**src/rtl/hub_link_pkg.sv**
```systemverilog
`default_nettype none
// ============================================================================
// Package     : hub_link_pkg
// Description : Shared definitions for the leaf end of the root hub link:
//               header field positions, well-known channel IDs and the
//               RX/TX message framing state encodings.
// Revision    : 1.0 - initial release
// ============================================================================
package hub_link_pkg;

    // Header word layout: [63:56] dest, [55:52] len, [51:48] type,
    // [47:40] src, [39:0] header payload.
    localparam int unsigned c_DEST_MSB = 63;
    localparam int unsigned c_DEST_LSB = 56;
    localparam int unsigned c_LEN_MSB  = 55;
    localparam int unsigned c_LEN_LSB  = 52;
    localparam int unsigned c_TYPE_MSB = 51;
    localparam int unsigned c_TYPE_LSB = 48;
    localparam int unsigned c_SRC_MSB  = 47;
    localparam int unsigned c_SRC_LSB  = 40;
    localparam int unsigned c_LEN_W    = 4;
    localparam int unsigned c_ID_W     = 8;

    localparam logic [c_ID_W-1:0] c_ROOT_ID      = 8'h00;
    localparam logic [c_ID_W-1:0] c_BROADCAST_ID = 8'hFF;

    typedef enum logic [1:0] {
        RX_HDR  = 2'd0,
        RX_FWD  = 2'd1,
        RX_DROP = 2'd2
    } rx_state_e;

    typedef enum logic [0:0] {
        TX_HDR = 1'b0,
        TX_PAY = 1'b1
    } tx_state_e;

endpackage
`default_nettype wire

```
**src/rtl/leaf_skid_buffer.sv**
```systemverilog
`default_nettype none
// ============================================================================
// Module      : leaf_skid_buffer
// Description : Two-entry registered valid/ready buffer. Output and input
//               ready are both driven from flops, so no combinational path
//               crosses it. One cycle latency, full throughput.
// Ports       : clk, rst_n (async, active-low)
//               i_data/i_valid/o_ready  - upstream side
//               o_data/o_valid/i_ready  - downstream side
// Revision    : 1.0 - initial release
// ============================================================================
module leaf_skid_buffer #(
    parameter int unsigned WIDTH = 64
) (
    input  logic             clk,
    input  logic             rst_n,
    input  logic [WIDTH-1:0] i_data,
    input  logic             i_valid,
    output logic             o_ready,
    output logic [WIDTH-1:0] o_data,
    output logic             o_valid,
    input  logic             i_ready
);

    logic [WIDTH-1:0] r_out_data;
    logic             r_out_valid;
    logic [WIDTH-1:0] r_skid_data;
    logic             r_skid_valid;
    logic             r_in_ready;

    logic w_push;
    logic w_pop;
    logic w_out_load;
    logic w_skid_valid_nxt;

    assign w_push     = i_valid & r_in_ready;
    assign w_pop      = r_out_valid & i_ready;
    assign w_out_load = w_pop | ~r_out_valid;

    // The skid entry only fills while the output entry is stalled; whenever
    // the output entry is free it drains the skid entry (or takes the input).
    assign w_skid_valid_nxt = w_out_load ? 1'b0 : (r_skid_valid | w_push);

    always_ff @(posedge clk or negedge rst_n) begin
        if (!rst_n) begin
            r_out_data   <= '0;
            r_out_valid  <= 1'b0;
            r_skid_data  <= '0;
            r_skid_valid <= 1'b0;
            r_in_ready   <= 1'b0;
        end else begin
            if (w_out_load) begin
                if (r_skid_valid) begin
                    r_out_data  <= r_skid_data;
                    r_out_valid <= 1'b1;
                end else begin
                    r_out_valid <= w_push;
                    if (w_push) begin
                        r_out_data <= i_data;
                    end
                end
            end else if (w_push) begin
                r_skid_data <= i_data;
            end
            r_skid_valid <= w_skid_valid_nxt;
            // Ready is "not full": at most one entry occupied next cycle.
            r_in_ready   <= ~w_skid_valid_nxt;
        end
    end

    assign o_ready = r_in_ready;
    assign o_data  = r_out_data;
    assign o_valid = r_out_valid;

endmodule
`default_nettype wire

```
**src/rtl/leaf_hub_link.sv**
```systemverilog
`default_nettype none
// ============================================================================
// Module      : leaf_hub_link
// Description : Child-FPGA end of the root hub link. Downstream messages are
//               filtered by destination ID and delivered to the local leaf
//               controller; upstream messages get dest=ROOT_ID and
//               src=FPGA_ID stamped into the header. Both directions pass
//               through a leaf_skid_buffer.
// Ports       : clk, reset (async, active-low)
//               rx_*              - words from root hub
//               data/valid/ready_to_local   - delivered words
//               data/valid/ready_from_local - local outbound words
//               tx_*              - words to root hub
//               drop_count/fwd_count - header statistics (LEAF_HUB_STATS_EN)
// Options     : define LEAF_HUB_STATS_EN to add the saturating counters.
// Revision    : 1.0 - initial release
// ============================================================================
module leaf_hub_link
    import hub_link_pkg::*;
#(
    parameter int unsigned            CHANNEL_WIDTH = 64,
    parameter int unsigned            DEST_WIDTH    = 8,
    parameter logic [DEST_WIDTH-1:0]  FPGA_ID       = 1,
    parameter logic [DEST_WIDTH-1:0]  BROADCAST_ID  = c_BROADCAST_ID,
    parameter logic [DEST_WIDTH-1:0]  ROOT_ID       = c_ROOT_ID
) (
`ifdef LEAF_HUB_STATS_EN
    output logic [15:0]               drop_count,
    output logic [15:0]               fwd_count,
`endif
    input  logic                      clk,
    input  logic                      reset,
    input  logic [CHANNEL_WIDTH-1:0]  rx_data,
    input  logic                      rx_valid,
    output logic                      rx_ready,
    output logic [CHANNEL_WIDTH-1:0]  tx_data,
    output logic                      tx_valid,
    input  logic                      tx_ready,
    output logic [CHANNEL_WIDTH-1:0]  data_to_local,
    output logic                      valid_to_local,
    input  logic                      ready_to_local,
    input  logic [CHANNEL_WIDTH-1:0]  data_from_local,
    input  logic                      valid_from_local,
    output logic                      ready_from_local
);

    // ---------------------------------------------------------------- RX ---
    rx_state_e          r_rx_state;
    logic [c_LEN_W-1:0] r_rx_cnt;

    logic [DEST_WIDTH-1:0] w_rx_dest;
    logic [c_LEN_W-1:0]    w_rx_len;
    logic                  w_rx_match;
    logic                  w_rx_xfer;
    logic                  w_rx_hdr_xfer;
    logic                  w_dn_ready;
    logic                  w_dn_push;

    assign w_rx_dest     = rx_data[c_DEST_MSB:c_DEST_LSB];
    assign w_rx_len      = rx_data[c_LEN_MSB:c_LEN_LSB];
    assign w_rx_match    = (w_rx_dest == FPGA_ID) || (w_rx_dest == BROADCAST_ID);
    // Dropped payload is sunk regardless of downstream space; headers are
    // only taken when the buffer has room, whether they match or not.
    assign rx_ready      = (r_rx_state == RX_DROP) ? 1'b1 : w_dn_ready;
    assign w_rx_xfer     = rx_valid & rx_ready;
    assign w_rx_hdr_xfer = w_rx_xfer & (r_rx_state == RX_HDR);
    assign w_dn_push     = (w_rx_hdr_xfer & w_rx_match) |
                           (w_rx_xfer & (r_rx_state == RX_FWD));

    always_ff @(posedge clk or negedge reset) begin
        if (!reset) begin
            r_rx_state <= RX_HDR;
            r_rx_cnt   <= '0;
        end else if (w_rx_xfer) begin
            case (r_rx_state)
                RX_HDR: begin
                    if (w_rx_len != '0) begin
                        r_rx_state <= w_rx_match ? RX_FWD : RX_DROP;
                        r_rx_cnt   <= w_rx_len;
                    end
                end
                RX_FWD, RX_DROP: begin
                    if (r_rx_cnt == c_LEN_W'(1)) begin
                        r_rx_state <= RX_HDR;
                    end
                    r_rx_cnt <= r_rx_cnt - c_LEN_W'(1);
                end
                default: r_rx_state <= RX_HDR;
            endcase
        end
    end

    leaf_skid_buffer #(
        .WIDTH (CHANNEL_WIDTH)
    ) u_dn_skid (
        .clk     (clk),
        .rst_n   (reset),
        .i_data  (rx_data),
        .i_valid (w_dn_push),
        .o_ready (w_dn_ready),
        .o_data  (data_to_local),
        .o_valid (valid_to_local),
        .i_ready (ready_to_local)
    );

    // ---------------------------------------------------------------- TX ---
    tx_state_e          r_tx_state;
    logic [c_LEN_W-1:0] r_tx_cnt;

    logic [CHANNEL_WIDTH-1:0] w_up_data;
    logic [c_LEN_W-1:0]       w_tx_len;
    logic                     w_tx_xfer;

    assign w_tx_len  = data_from_local[c_LEN_MSB:c_LEN_LSB];
    assign w_tx_xfer = valid_from_local & ready_from_local;

    always_comb begin
        w_up_data = data_from_local;
        if (r_tx_state == TX_HDR) begin
            w_up_data[c_DEST_MSB:c_DEST_LSB] = ROOT_ID;
            w_up_data[c_SRC_MSB:c_SRC_LSB]   = FPGA_ID;
        end
    end

    always_ff @(posedge clk or negedge reset) begin
        if (!reset) begin
            r_tx_state <= TX_HDR;
            r_tx_cnt   <= '0;
        end else if (w_tx_xfer) begin
            case (r_tx_state)
                TX_HDR: begin
                    if (w_tx_len != '0) begin
                        r_tx_state <= TX_PAY;
                        r_tx_cnt   <= w_tx_len;
                    end
                end
                TX_PAY: begin
                    if (r_tx_cnt == c_LEN_W'(1)) begin
                        r_tx_state <= TX_HDR;
                    end
                    r_tx_cnt <= r_tx_cnt - c_LEN_W'(1);
                end
                default: r_tx_state <= TX_HDR;
            endcase
        end
    end

    leaf_skid_buffer #(
        .WIDTH (CHANNEL_WIDTH)
    ) u_up_skid (
        .clk     (clk),
        .rst_n   (reset),
        .i_data  (w_up_data),
        .i_valid (valid_from_local),
        .o_ready (ready_from_local),
        .o_data  (tx_data),
        .o_valid (tx_valid),
        .i_ready (tx_ready)
    );

`ifdef LEAF_HUB_STATS_EN
    // ------------------------------------------------------------- stats ---
    logic [15:0] r_drop_count;
    logic [15:0] r_fwd_count;

    always_ff @(posedge clk or negedge reset) begin
        if (!reset) begin
            r_drop_count <= '0;
            r_fwd_count  <= '0;
        end else if (w_rx_hdr_xfer) begin
            if (w_rx_match && (r_fwd_count != 16'hFFFF)) begin
                r_fwd_count <= r_fwd_count + 16'd1;
            end
            if (!w_rx_match && (r_drop_count != 16'hFFFF)) begin
                r_drop_count <= r_drop_count + 16'd1;
            end
        end
    end

    assign drop_count = r_drop_count;
    assign fwd_count  = r_fwd_count;
`endif

endmodule
`default_nettype wire

```
**config.mk**
```make
export PLATFORM = sky130hd
export DESIGN_NAME = leaf_hub_link
export DESIGN_NICKNAME = d
export VERILOG_FILES = /design/src/rtl/hub_link_pkg.sv /design/src/rtl/leaf_skid_buffer.sv /design/src/rtl/leaf_hub_link.sv
export SDC_FILE = /design/constraint.sdc
export NUM_CORES = 1
export LEC_CHECK = 0
export BUFFER_PORTS_ARGS = -buffer_cell sky130_fd_sc_hd__buf_2
export CAP_MARGIN = 20
export CELL_PAD_IN_SITES_DETAIL_PLACEMENT = 0
export CELL_PAD_IN_SITES_GLOBAL_PLACEMENT = 1
export CORE_ASPECT_RATIO = 0.5
export CORE_MARGIN = 2
export CORE_UTILIZATION = 35
export DETAILED_ROUTE_END_ITERATION = 8
export PLACE_DENSITY = 0.73
export SYNTH_ARGS = -nofsm -noshare
export SYNTH_HDL_FRONTEND = slang
export SYNTH_HIERARCHICAL = 1
export SYNTH_SLANG_ARGS = --single-unit
```
**constraint.sdc**
```tcl
create_clock -name clk -period 5.3 [get_ports clk]
set_clock_uncertainty 0.2 [all_clocks]
set_input_delay 1.06 -clock clk [delete_from_list [all_inputs] [get_ports clk]]
set_output_delay 1.06 -clock clk [all_outputs]
set_load 0.01 [all_outputs]
```
* After elaboration in Yosys (flattened, before gate mapping)
Index checks and enable logic that the tools add are counted.
Word-level totals: word-level logic and storage cells 82, bits in registers 273, input port bits 134
Operators by class: reductions and logical operators 15, equal/unequal tests 9, bitwise gates (word level) 20, muxes and demuxes 22, add/subtract/negate cells 2
Operator list (count):
- $mux W64 | 4
- $mux W8 | 2
- $pmux W4 S2 | 2
- $reduce_and A2 Y1 | 5
- $and A1 B1 Y1 | 8
- $eq A4 B1 Y1 const B | 2
- $eq A8 B1 Y1 const B | 1
- $eq A8 B8 Y1 const B | 1
- $mux W4 | 2
- $reduce_bool A4 Y1 | 2
- $sub A4 B1 Y4 const B | 2
- $mux W1 | 7
- $not A1 Y1 | 7
- $mux W2 | 3
- $reduce_and A3 Y1 | 2
- $reduce_bool A2 Y1 | 3
- $or A1 B1 Y1 | 5
- $ne A2 B1 Y1 const B | 2
- $pmux W2 S2 | 1
- $eq A2 B1 Y1 const B | 1
- $eq A2 B2 Y1 const B | 1
- $logic_not A2 Y1 | 1
- $ne A2 B2 Y1 const B | 1
- $pmux W1 S2 | 1
- 2 further kinds | 2

* Longest topological paths before layout
Gate-level depths: netlist of run 1.
depth after elaboration 10, gate-level depth with buffers 9, mapped depth without buffers 8

* Cells and area by module
Netlist of run 1, hierarchy kept.
By module, submodules not included:
- leaf_skid_buffer | area an instance 5960.7 µm², times used 2, seq. area each 3278.1 µm², cells each 350
- leaf_hub_link | area an instance 938.4 µm², times used 1, seq. area each 275.3 µm², cells each 109

* Worst setup path before layout of run 1
Ideal clock, no wire load.
kind input to register, start point in rx_data[60], end point reg u_dn_skid.r_out_data[0], in the netlist u_dn_skid/o_data[0], slack 2.231 ns, arrival time 2.744 ns, required time 4.975 ns, cell stages on the path 8, path through nor4_1 -> and4b_1 -> o21ai_1 -> a21oi_1 -> a21oi_2 -> nor2_8 -> buf_6 -> mux2_4
Between the ends: cells in the longest elaborated chain, start to end 7, elaborated cells between the ends (all ways) 8, classes of those cells 2 x eq/ne; 3 x bitwise; 3 x reduce/logical
Ends and longest elaborated chain:
- start, declared | line leaf_hub_link.sv:33 | input logic [CHANNEL_WIDTH-1:0] rx_data,
- $eq A8 B1 Y1 or $eq A8 B8 Y1 (tied branches) | line leaf_hub_link.sv:61 | assign w_rx_match = (w_rx_dest == FPGA_ID) || (w_rx_dest == BROADCAST_ID);
- $logic_or A1 B1 Y1 * | line leaf_hub_link.sv:61
- $and A1 B1 Y1 * | line leaf_hub_link.sv:67 | assign w_dn_push = (w_rx_hdr_xfer & w_rx_match) |
- $or A1 B1 Y1 * | line leaf_hub_link.sv:67
- net w_dn_push | line leaf_hub_link.sv:57 | logic w_dn_push;
- $and A1 B1 Y1 * | line leaf_skid_buffer.sv:36 | assign w_push = i_valid & r_in_ready;
- $reduce_bool A2 Y1 (no source line) *
- $reduce_and A2 Y1 (no source line) *
- end signal, assigned | line leaf_skid_buffer.sv:54 | r_out_data <= r_skid_data;
- end signal, assigned | line leaf_skid_buffer.sv:59 | r_out_data <= i_data;
- end, declared | line leaf_skid_buffer.sv:25 | logic [WIDTH-1:0] r_out_data;
The timed path passes the listed nets; every way through them passes the cells marked *. A chain may end at the register's enable or synchronous reset.

* Worst setup path in the final report of run 1
start point in rx_data[60], end point reg u_dn_skid.r_out_data[42], in the netlist u_dn_skid/o_data[42]
The elaborated chain is that of the path after synthesis.

==> results of run 1 <==
[worst register-to-register path, delay by kind of cell, from the launching register on]
kind | cells | cell delay (ns)
fa+ha+maj | 1 | 0.29
compound gates | 3 | 0.62
mux | 1 | 0.41
simple gates | 1 | 0.45
flops | 1 | 0.38
buf+inv | 2 | 0.43
[power by group]
| part | internal [W] | total, W | switching [W] |
|---|---|---|---|
| logic | 0.00132 | 0.00221 | 0.000895 |
| registers | 0.00291 | 0.00337 | 0.000465 |
| clock network | 0.00100 | 0.00180 | 0.000797 |
[final cells by class]
cell class,count,area (um^2)
Fill cell,3356,20700
Multi-Input combinational cell,481,5600
Inverter,13,48.8
Timing Repair Buffer,274,1440
Sequential cell,273,6830
Tap cell,484,606
Clock buffer,39,771
Antenna cell,10,25.0
Clock inverter,6,33.8
[layout by cell type (no fill, tap or decap), drive strengths merged, types with 2 or more instances in the layout]
master,instances
nor3b,3
buf,274
nor2,8
o21ai,5
clkbuf,39
nor2b,3
or2b,2
clkinv,5
nor3,4
dfrtp,273
a31oi,2
mux2,385
and2,15
nand2b,5
a21oi,6
nand3b,2
nand3,4
inv,14
nand4,3
or3,2
nand2,7
diode,10
ha,7
mux2i,5
[metal layers]
| layer | up-vias | wire length [um] | GRT usage |
|---|---|---|---|
| met2 | 97 | 15400 | 0.273 |
| met1 | 3864 | 11500 | 0.174 |
| met3 | 47 | 824 | 0.0267 |
| li1 | 3423 | - | - |
| met5 | - | 0 | 0 |
| met4 | 0 | 830 | 0.0506 |
[cell families (layout without fill, tap and decap cells)]
logic type               count (synthesis)  count (layout)  synth area share
adder cells (fa/ha/maj)                  7               7           0.00681
AO/OA/AOI/OAI                           19              19            0.0112
buffers and inverters                   55             332            0.0331
flip-flops                             273             273             0.531
other                                    0              10                 0
multiplexers                           390             390             0.382
AND/OR/NAND/NOR                         65              65            0.0358
[sequential cells by signal, indices dropped and copies added, names as in the netlist, 2 cells and up]
signal and count:
r_rx_state 2, u_up_skid/o_data 64, r_rx_cnt 4, r_tx_cnt 4, u_dn_skid/o_data 64, u_up_skid/r_skid_data 64, u_dn_skid/r_skid_data 64
[through the flow]
stage                     instance area, um^2  setup WS [ns]  instances  power, W
after CTS                               15300           1.99       1570   0.00751
after global placement                  14500           1.42       1525   0.00553
after floorplan                         12900           2.23        809   0.00478
final                                   15400           2.00       1580   0.00738
after detailed placement                14500           1.40       1525   0.00564
after global routing                    15400           1.82       1580   0.00783
[how the worst max path moves through the flow]
stage | from | to | slack (ns) | depth (start not counted)
CTS | rx_data[60] | u_dn_skid/o_data[42] | 1.99 | 9
detailed placement | rx_data[60] | u_dn_skid/o_data[42] | 1.40 | 9
finish | rx_data[60] | u_dn_skid/o_data[42] | 2.00 | 9
global placement | rx_data[60] | u_dn_skid/o_data[41] | 1.42 | 9
floorplan | rx_data[60] | u_dn_skid/o_data[0] | 2.23 | 8
global route | rx_data[60] | u_dn_skid/o_data[39] | 1.82 | 9
==> summary.txt, run 1 <==
Slew HR: 0.349
Mapped Cells: 809
H-tree depth: 1
Power Dens Cells: 481 mW/mm^2
End of the worst register-to-register path: u_dn_skid/o_data[42]
WP data arrival: 3.52 ns
Worst-case reg-to-reg path depth: 8
Drt total wl: 28.5 mm
Delay of the slowest critical-path stage: 0.45 ns
First-pass iteration count of the detailed router: 4
Final Util: 0.426
Synth cell types: 46
Final HPWL DP: 19.1 mm
Die area: 0.0384 mm^2
Pins over their slew limit: 0
Via Count: 7431
Max Cap Viol: 0
Min-Delay Path Class: reg -> reg
CTS Root Cell: clkbuf_16
Synth Flop Type: dfrtp_1
Rows: 49
Synth Cell Area: 0.0129 mm^2
Min-Delay Path Depth: 1
CP Capture Type: register
Dominant cells by area after synthesis: dfrtp_1 53%, mux2_2 21%, mux2_4 16%
Die span in y: 140 um
Yosys warning total: 6
Max VDD drop: 0.221 mV
Worst-path cell with the longest stage delay: nor2_8
Sequential share of the synthesized area: 0.531
Synth Net Count: 950
Fmax: 303 MHz
Crit path time final: 3.30 ns
Origin of the worst min-delay path: u_up_skid/o_data[9]
Clock sink total: 273
Lkg Pwr: 7.35 nW
Area growth, synth to finish: 19.5%
Initial Utilization: 0.357
Initial antenna violation count: 10
Status: completed
PortBufs: 265
Layout cells sized above 1: 0.656
Worst R2R Setup Slack: 2.42 ns
Via density: 4.70
Core area: 0.0360 mm^2
Avg WL per Cell: 18.1 um
Ports: 266
Resize count post-CTS: 0
CP Class: in -> reg
TritonCTS Buffers: 27
CP Max Fanout: 43
Final setup viols: 0
Fin. Hold Viols: 0
#FFs+latches synth: 273
Period utilization: 0.622
Nets: 1211
GRT Resource Usage Total: 0.149
TritonCTS clock tree: done
Critical path, cell by cell: buf_2 -> nor4_1 -> and4b_1 -> o21ai_1 -> a21oi_1 -> a21oi_2 -> nor2_8 -> buf_12 -> mux2_2
Most common cell in the netlist: dfrtp_1
Crit path launch type: input port
Die X: 275 um
Async S/R FF share, synth: 1.00
Vias in the first global route: 8248
DRC Markers: 0
First-pass GRT wire length: 45.5 mm
Number of enable flip-flop cells after synthesis: 0
Iter 0 DRT Violations: 356
Post-Route Setup TNS: 0 ns
Worst hold endpoint: u_up_skid/o_data[9]
Worst-Margin Slew: 0.977 ns
GPL Wtd Cong: 0.757
Hold_buf cts: 0
Dominant cell type by area after synthesis: dfrtp_1
Mean area per synthesized cell: 15.9 um^2
Post-CTS Setup Bufs: 0
Clock Latency Late Sink: 0.53 ns
Clock transition at path regs: 0.06 ns
Commonest cells post-synth: 273 x dfrtp_1, 244 x mux2_2, 140 x mux2_4
Req. time, crit path: 5.52 ns
Largest net degree at the start of global routing: 104
Total global routing overflow: 0
Antenna Violating Nets Remaining: 0
R2R Path Start: r_rx_state[0]
WP buf/inv: 2
Crit-path leading delay family: simple AND/OR/NAND/NOR gates
Hold WS: 0.299 ns
RSZ-0062 raised after global routing: false
Buffer depth of the longest clock path: 3
Area share of the largest cell type after synthesis: 0.531
Note: power is estimated with default switching activity, not from simulation.
==> inputs of run 2 (changes only) <==
==> constraint.sdc (replaced) <==
create_clock -name clk -period 3.1 [get_ports clk]
set_clock_uncertainty 0.2 [all_clocks]
set_input_delay 0.62 -clock clk [delete_from_list [all_inputs] [get_ports clk]]
set_output_delay 0.62 -clock clk [all_outputs]
set_load 0.01 [all_outputs]
==> summary.txt, run 2 (synthesized netlist as in run 1, its figures left out) <==
Initial antenna violation count: 6 (was 10)
Leading cell type in the layout, fill and taps excluded: dfrtp_1 (unchanged)
Worst-Margin Slew: 0.937 ns (was 0.977 ns)
Die span in y: 140 um (unchanged)
Hold WS: 0.107 ns (was 0.299 ns)
Crit path launch type: register (was input port)
Fill cell count: 3307 (was 3356)
Iter 0 DRT Violations: 240 (was 356)
Slew HR: 0.375 (was 0.349)
Post-Route Setup TNS: 0 ns (unchanged)
Antenna Violating Nets Remaining: 0 (unchanged)
CP Capture Type: register (unchanged)
Period utilization: 0.785
Fin. Hold Viols: 0 (unchanged)
Buffer depth of the longest clock path: 3 (unchanged)
FF/Latch Area: 0.00683 mm^2 (unchanged)
Die X: 275 um (unchanged)
Pwr Total: 0.0136 W (was 0.00738 W)
CP Class: reg -> reg (was in -> reg)
Final setup viols: 0 (unchanged)
Area of the multi-input gates: 0.00560 mm^2 (unchanged)
Layout cells sized above 1: 0.665 (was 0.656)
Fmax: 411 MHz
Post-CTS Setup Bufs: 0 (unchanged)
GRT Resource Usage Total: 0.155 (was 0.149)
Drt total wl: 29.5 mm (was 28.5 mm)
Pins over their slew limit: 0 (unchanged)
WP data arrival: 2.67 ns (was 3.52 ns)
Ports: 266 (unchanged)
Max VDD drop: 0.445 mV (was 0.221 mV)
Power Dens Cells: 860 mW/mm^2 (was 481 mW/mm^2)
First-pass GRT wire length: 47.5 mm (was 45.5 mm)
Area growth, synth to finish: 22.9% (was 19.5%)
Lkg Pwr: 7.56 nW (was 7.35 nW)
Max Cap Viol: 0 (unchanged)
Via density: 4.73 (was 4.70)
Via Count: 7522 (was 7431)
Nets: 1221 (was 1211)
Crit path time final: 2.43 ns
PortBufs: 265 (unchanged)
Core area: 0.0360 mm^2 (unchanged)
CP Max Fanout: 28 (was 43)
Resize count post-CTS: 0 (unchanged)
Clock Latency Late Sink: 0.55 ns (was 0.53 ns)
TritonCTS clock tree: done (unchanged)
Final HPWL DP: 19.6 mm (was 19.1 mm)
Hold_buf cts: 1 (was 0)
CTS Root Cell: clkbuf_16 (unchanged)
TritonCTS Buffers: 28 (was 27)
RSZ-0062 raised after global routing: false (unchanged)
Largest net degree at the start of global routing: 75 (was 104)
Initial Utilization: 0.357 (unchanged)
GPL Wtd Cong: 0.793 (was 0.757)
Clock sink total: 273 (unchanged)
Rows: 49 (unchanged)
Most frequent cells in the layout: 271 x dfrtp_1, 264 x buf_2, 244 x mux2_2 (unchanged)
Status: completed (unchanged)
Vias in the first global route: 8362 (was 8248)
Avg WL per Cell: 18.6 um (was 18.1 um)
Die area: 0.0384 mm^2 (unchanged)
Min-Delay Path Class: in -> reg (was reg -> reg)
Total global routing overflow: 0 (unchanged)
Req. time, crit path: 3.33 ns (was 5.52 ns)
First-pass iteration count of the detailed router: 4 (unchanged)
DRC Markers: 0 (unchanged)
H-tree depth: 1 (unchanged)
Clock transition at path regs: 0.07 ns (was 0.06 ns)
-- run 2: cell count changes in the layout (fill, tap and decap cells not counted), sizes merged --
cell,before,now
clkinvlp,0,2
dlygate4sd3,0,1
bufinv,0,8
clkbuf,39,36
buf,274,282
clkinv,5,4
diode,10,6
-- run 2: where the power goes --
group	internal [W]	total, W	switching [W]
registers	0.00497	0.00576	0.000792
clock network	0.00251	0.00400	0.00149
logic	0.00226	0.00383	0.00156
-- run 2: per-stage QoR --
stage	instances	worst slack [ns]	instance area, um^2	utilization
after floorplan	809	0.471	12900	-
after global placement	1533	0.166	14700	0.407
after detailed placement	1533	0.139	14700	0.407
after CTS	1585	0.632	15800	0.438
after global routing	1591	0.500	15800	0.438
final	1591	0.668	15800	0.438
-- run 2: final timing paths --
path                                 startpoint                         to  slack, ns  cells past startpoint
setup / recovery                  r_rx_state[0]       u_dn_skid/o_data[39]       0.67                      8
hold / removal              data_from_local[51]  u_up_skid/r_skid_data[51]       0.11                      2
setup reg to reg                  r_rx_state[0]       u_dn_skid/o_data[39]       0.67                      8
hold reg to reg            u_dn_skid/o_data[21]       u_dn_skid/o_data[21]       0.30                      1
max in group asynchronous                 reset       u_up_skid/o_data[14]       1.45                      3
min in group asynchronous                 reset       u_up_skid/o_data[59]       0.40                      2
-- run 2: final cells by class --
cell class | instances | share of cell area
sequential | 273 | 0.432
multi-input combinational | 481 | 0.355
timing repair buffer | 283 | 0.101
clock buffer | 36 | 0.0514
tap | 484 | 0.0383
clock inverter | 15 | 0.0181
inverter | 13 | 0.00309
antenna | 6 | 0.000950
-- run 2: critical path, cell delays in order, from the launching register on --
cell,delay [ns]
dfrtp_1,0.39
inv_1,0.11
ha_1,0.29
o21ai_1,0.13
a21oi_1,0.25
a21oi_2,0.15
nor2_8,0.20
buf_12,0.21
mux2_2,0.36
-- run 2: layer usage --
layer	vias up	global-route usage	part of all wire
met5	-	0	0
met4	0	0.0646	0.039
met3	65	0.0262	0.029
met2	113	0.271	0.52
met1	3904	0.190	0.41
li1	3440	-	-
==> inputs of run 3 (changes only) <==
--- a/config.mk
+++ b/config.mk
@@ -13,7 +13,7 @@
 export CORE_MARGIN = 2
 export CORE_UTILIZATION = 35
 export DETAILED_ROUTE_END_ITERATION = 8
-export PLACE_DENSITY = 0.73
+export PLACE_DENSITY = 0.76
 export SYNTH_ARGS = -nofsm -noshare
 export SYNTH_HDL_FRONTEND = slang
 export SYNTH_HIERARCHICAL = 1
==> constraint.sdc (replaced) <==
create_clock -name clk -period 2.1 [get_ports clk]
set_clock_uncertainty 0.2 [all_clocks]
set_input_delay 0.42 -clock clk [delete_from_list [all_inputs] [get_ports clk]]
set_output_delay 0.42 -clock clk [all_outputs]
set_load 0.01 [all_outputs]
==> summary.txt, run 3 (synthesized netlist as in run 1, its figures left out) <==
Status: complete, but fails checks (was completed)
Violated checks: negative setup slack
Worst-Margin Slew: 0.631 ns (was 0.937 ns)
First-pass GRT wire length: 50.3 mm (was 47.5 mm)
Fin. Hold Viols: 0 (unchanged)
Most frequent cells in the layout: 271 x dfrtp_1, 263 x buf_2, 238 x mux2_2 (was 271 x dfrtp_1, 264 x buf_2, 244 x mux2_2)
Iter 0 DRT Violations: 309 (was 240)
Slew HR: 0.579 (was 0.375)
Min-Delay Path Depth: 3 (was 2)
Nets: 1388 (was 1221)
CP Class: reg -> out (was reg -> reg)
CP Capture Type: primary output (was register)
Min-Delay Path Class: in -> reg (unchanged)
GPL Wtd Cong: 0.820 (was 0.793)
Initial antenna violation count: 1 (was 6)
Die X: 275 um (unchanged)
Fmax: 441 MHz
GRT Resource Usage Total: 0.163 (was 0.155)
Clock Latency Late Sink: 0.56 ns (was 0.55 ns)
Max VDD drop: 0.438 mV (was 0.445 mV)
Clock transition at path regs: 0.07 ns (about the same)
Ports: 266 (unchanged)
Total global routing overflow: 0 (unchanged)
Die span in y: 140 um (unchanged)
Largest net degree at the start of global routing: 71 (was 75)
CP Max Fanout: 3 (was 28)
Clock sink total: 273 (unchanged)
Leading cell type in the layout, fill and taps excluded: dfrtp_1 (unchanged)
Sequential Power Share: 0.424 (about the same)
Sw Ratio: 0.290 (was 0.283)
Antenna Violating Nets Remaining: 0 (unchanged)
Worst-case reg-to-reg path depth: 10 (was 8)
Crit path time final: 2.27 ns
Lkg Pwr: 8.38 nW (was 7.56 nW)
Final HPWL DP: 20.0 mm (was 19.6 mm)
Area growth, synth to finish: 37.1% (was 22.9%)
Power Dens Cells: 1140 mW/mm^2 (was 860 mW/mm^2)
Via Count: 8203 (was 7522)
Final setup viols: 129 (was 0)
Clock share of power: 0.272 (was 0.294)
Rows: 49 (unchanged)
RSZ-0062 raised after global routing: true (was false)
Die area: 0.0384 mm^2 (unchanged)
Req. time, crit path: 1.48 ns (was 3.33 ns)
CTS Root Cell: clkbuf_16 (unchanged)
End of the worst register-to-register path: u_dn_skid/r_skid_data[61] (was u_dn_skid/o_data[39])
TritonCTS clock tree: done (unchanged)
TritonCTS Buffers: 28 (unchanged)
Max Cap Viol: 0 (unchanged)
Pins over their slew limit: 0 (unchanged)
Avg WL per Cell: 17.8 um (was 18.6 um)
Post-Route Setup TNS: -11.30 ns (was 0 ns)
Power share of the combinational group: 0.303 (was 0.282)
Core area: 0.0360 mm^2 (unchanged)
Initial Utilization: 0.357 (unchanged)
WP data arrival: 1.65 ns (was 2.67 ns)
PortBufs: 265 (unchanged)
Final Util: 0.489 (was 0.438)
H-tree depth: 1 (unchanged)
Origin of the worst min-delay path: valid_from_local (was data_from_local[51])
Crit path launch type: register (unchanged)
Layout cells sized above 1: 0.626 (was 0.665)
Power Internal: 0.0142 W (was 0.00974 W)
Buffer depth of the longest clock path: 3 (unchanged)
Sw power: 0.00583 W (was 0.00385 W)
R2R Path Start: r_rx_state[0] (unchanged)
First-pass iteration count of the detailed router: 4 (unchanged)
Worst R2R Setup Slack: -0.16 ns (was 0.67 ns)
DRC Markers: 0 (unchanged)
Worst hold endpoint: u_up_skid/o_valid (was u_up_skid/r_skid_data[51])
Period utilization: 1.08
PnR worst setup slack: -0.165 ns (was 0.668 ns)
Vias in the first global route: 9192 (was 8362)
Drt total wl: 31.2 mm (was 29.5 mm)
Fill cell count: 3144 (was 3307)
Via density: 4.68 (was 4.73)
[run 3: cell count changes in the layout (fill, tap and decap cells not counted), sizes merged]
cell	previous run	this run
clkinv	4	7
clkinvlp	2	3
dlygate4sd3	1	114
clkbuf	36	34
buf	282	336
inv	14	16
diode	6	1
bufinv	8	5
[run 3: worst max-delay path, stage by stage (launching register included)]
cell and delay (ns):
dfrtp_1 0.41, ha_2 0.19, or2_4 0.27, buf_6 0.12
buf_6 0.11
[run 3: layout make-up]
cell class	instances	area, um^2	share of cell area
flip-flops and latches	273	6830	0.388
clock buffers	34	764	0.0434
diodes	1	2.50	0.000142
well taps	484	606	0.0344
multi-input cells	481	5690	0.323
clock inverters	18	240	0.0136
inverters	13	48.8	0.00277
repair buffers	450	3450	0.195
[run 3: routing by layer]
layer  vias up  global-route usage  wire length [um]
li1       3786                   -                 -
met2       120               0.299             16600
met5         -                   0                 0
met3        67              0.0292               891
met1      4230               0.192             12700
met4         0              0.0532              1070
[run 3: how the worst max path moves through the flow]
| stage | end | cells past startpoint | start |
|---|---|---|---|
| global placement | u_dn_skid/o_data[37] | 9 | rx_data[60] |
| global route | rx_ready | 4 | r_rx_state[1] |
| finish | rx_ready | 4 | r_rx_state[1] |
| CTS | rx_ready | 4 | r_rx_state[1] |
| detailed placement | u_dn_skid/o_data[33] | 9 | rx_data[60] |
| floorplan | u_dn_skid/o_data[0] | 8 | rx_data[60] |
[run 3: power groups by stage]
stage,Sequential (W),Clock (W),Combinational (W)
finish,0.00851,0.00546,0.00608
detailed placement,0.00854,0,0.00584
global route,0.00877,0.00587,0.00651
floorplan,0.00879,0,0.00328
CTS,0.00849,0.00565,0.00607
global placement,0.00845,0,0.00565
[run 3: stage by stage]
| stage | area [um^2] | std cells | setup WS [ns] | hold WS, ns | power, W |
|---|---|---|---|---|---|
| 5_1_grt | 17600 | 1754 | -0.229 | 0.0129 | 0.0211 |
| 2_1_floorplan | 12900 | 809 | -0.187 | -0.0756 | 0.0121 |
| 6_report | 17600 | 1754 | -0.165 | 0.0364 | 0.0201 |
| 4_1_cts | 17600 | 1755 | -0.180 | 0.000397 | 0.0202 |
| 3_3_place_gp | 15000 | 1563 | -0.509 | 0.150 | 0.0141 |
| 3_5_place_dp | 15000 | 1563 | -0.541 | 0.153 | 0.0144 |
[run 3: timing repair]
action,4_1_cts,5_1_grt
buffers inserted,16,4
resized for setup,23,27
cloned,10,0
hold buffers,114,0
endpoints found under the hold margin,347,0
pin swaps,4,6
setup endpoints to repair,108,129
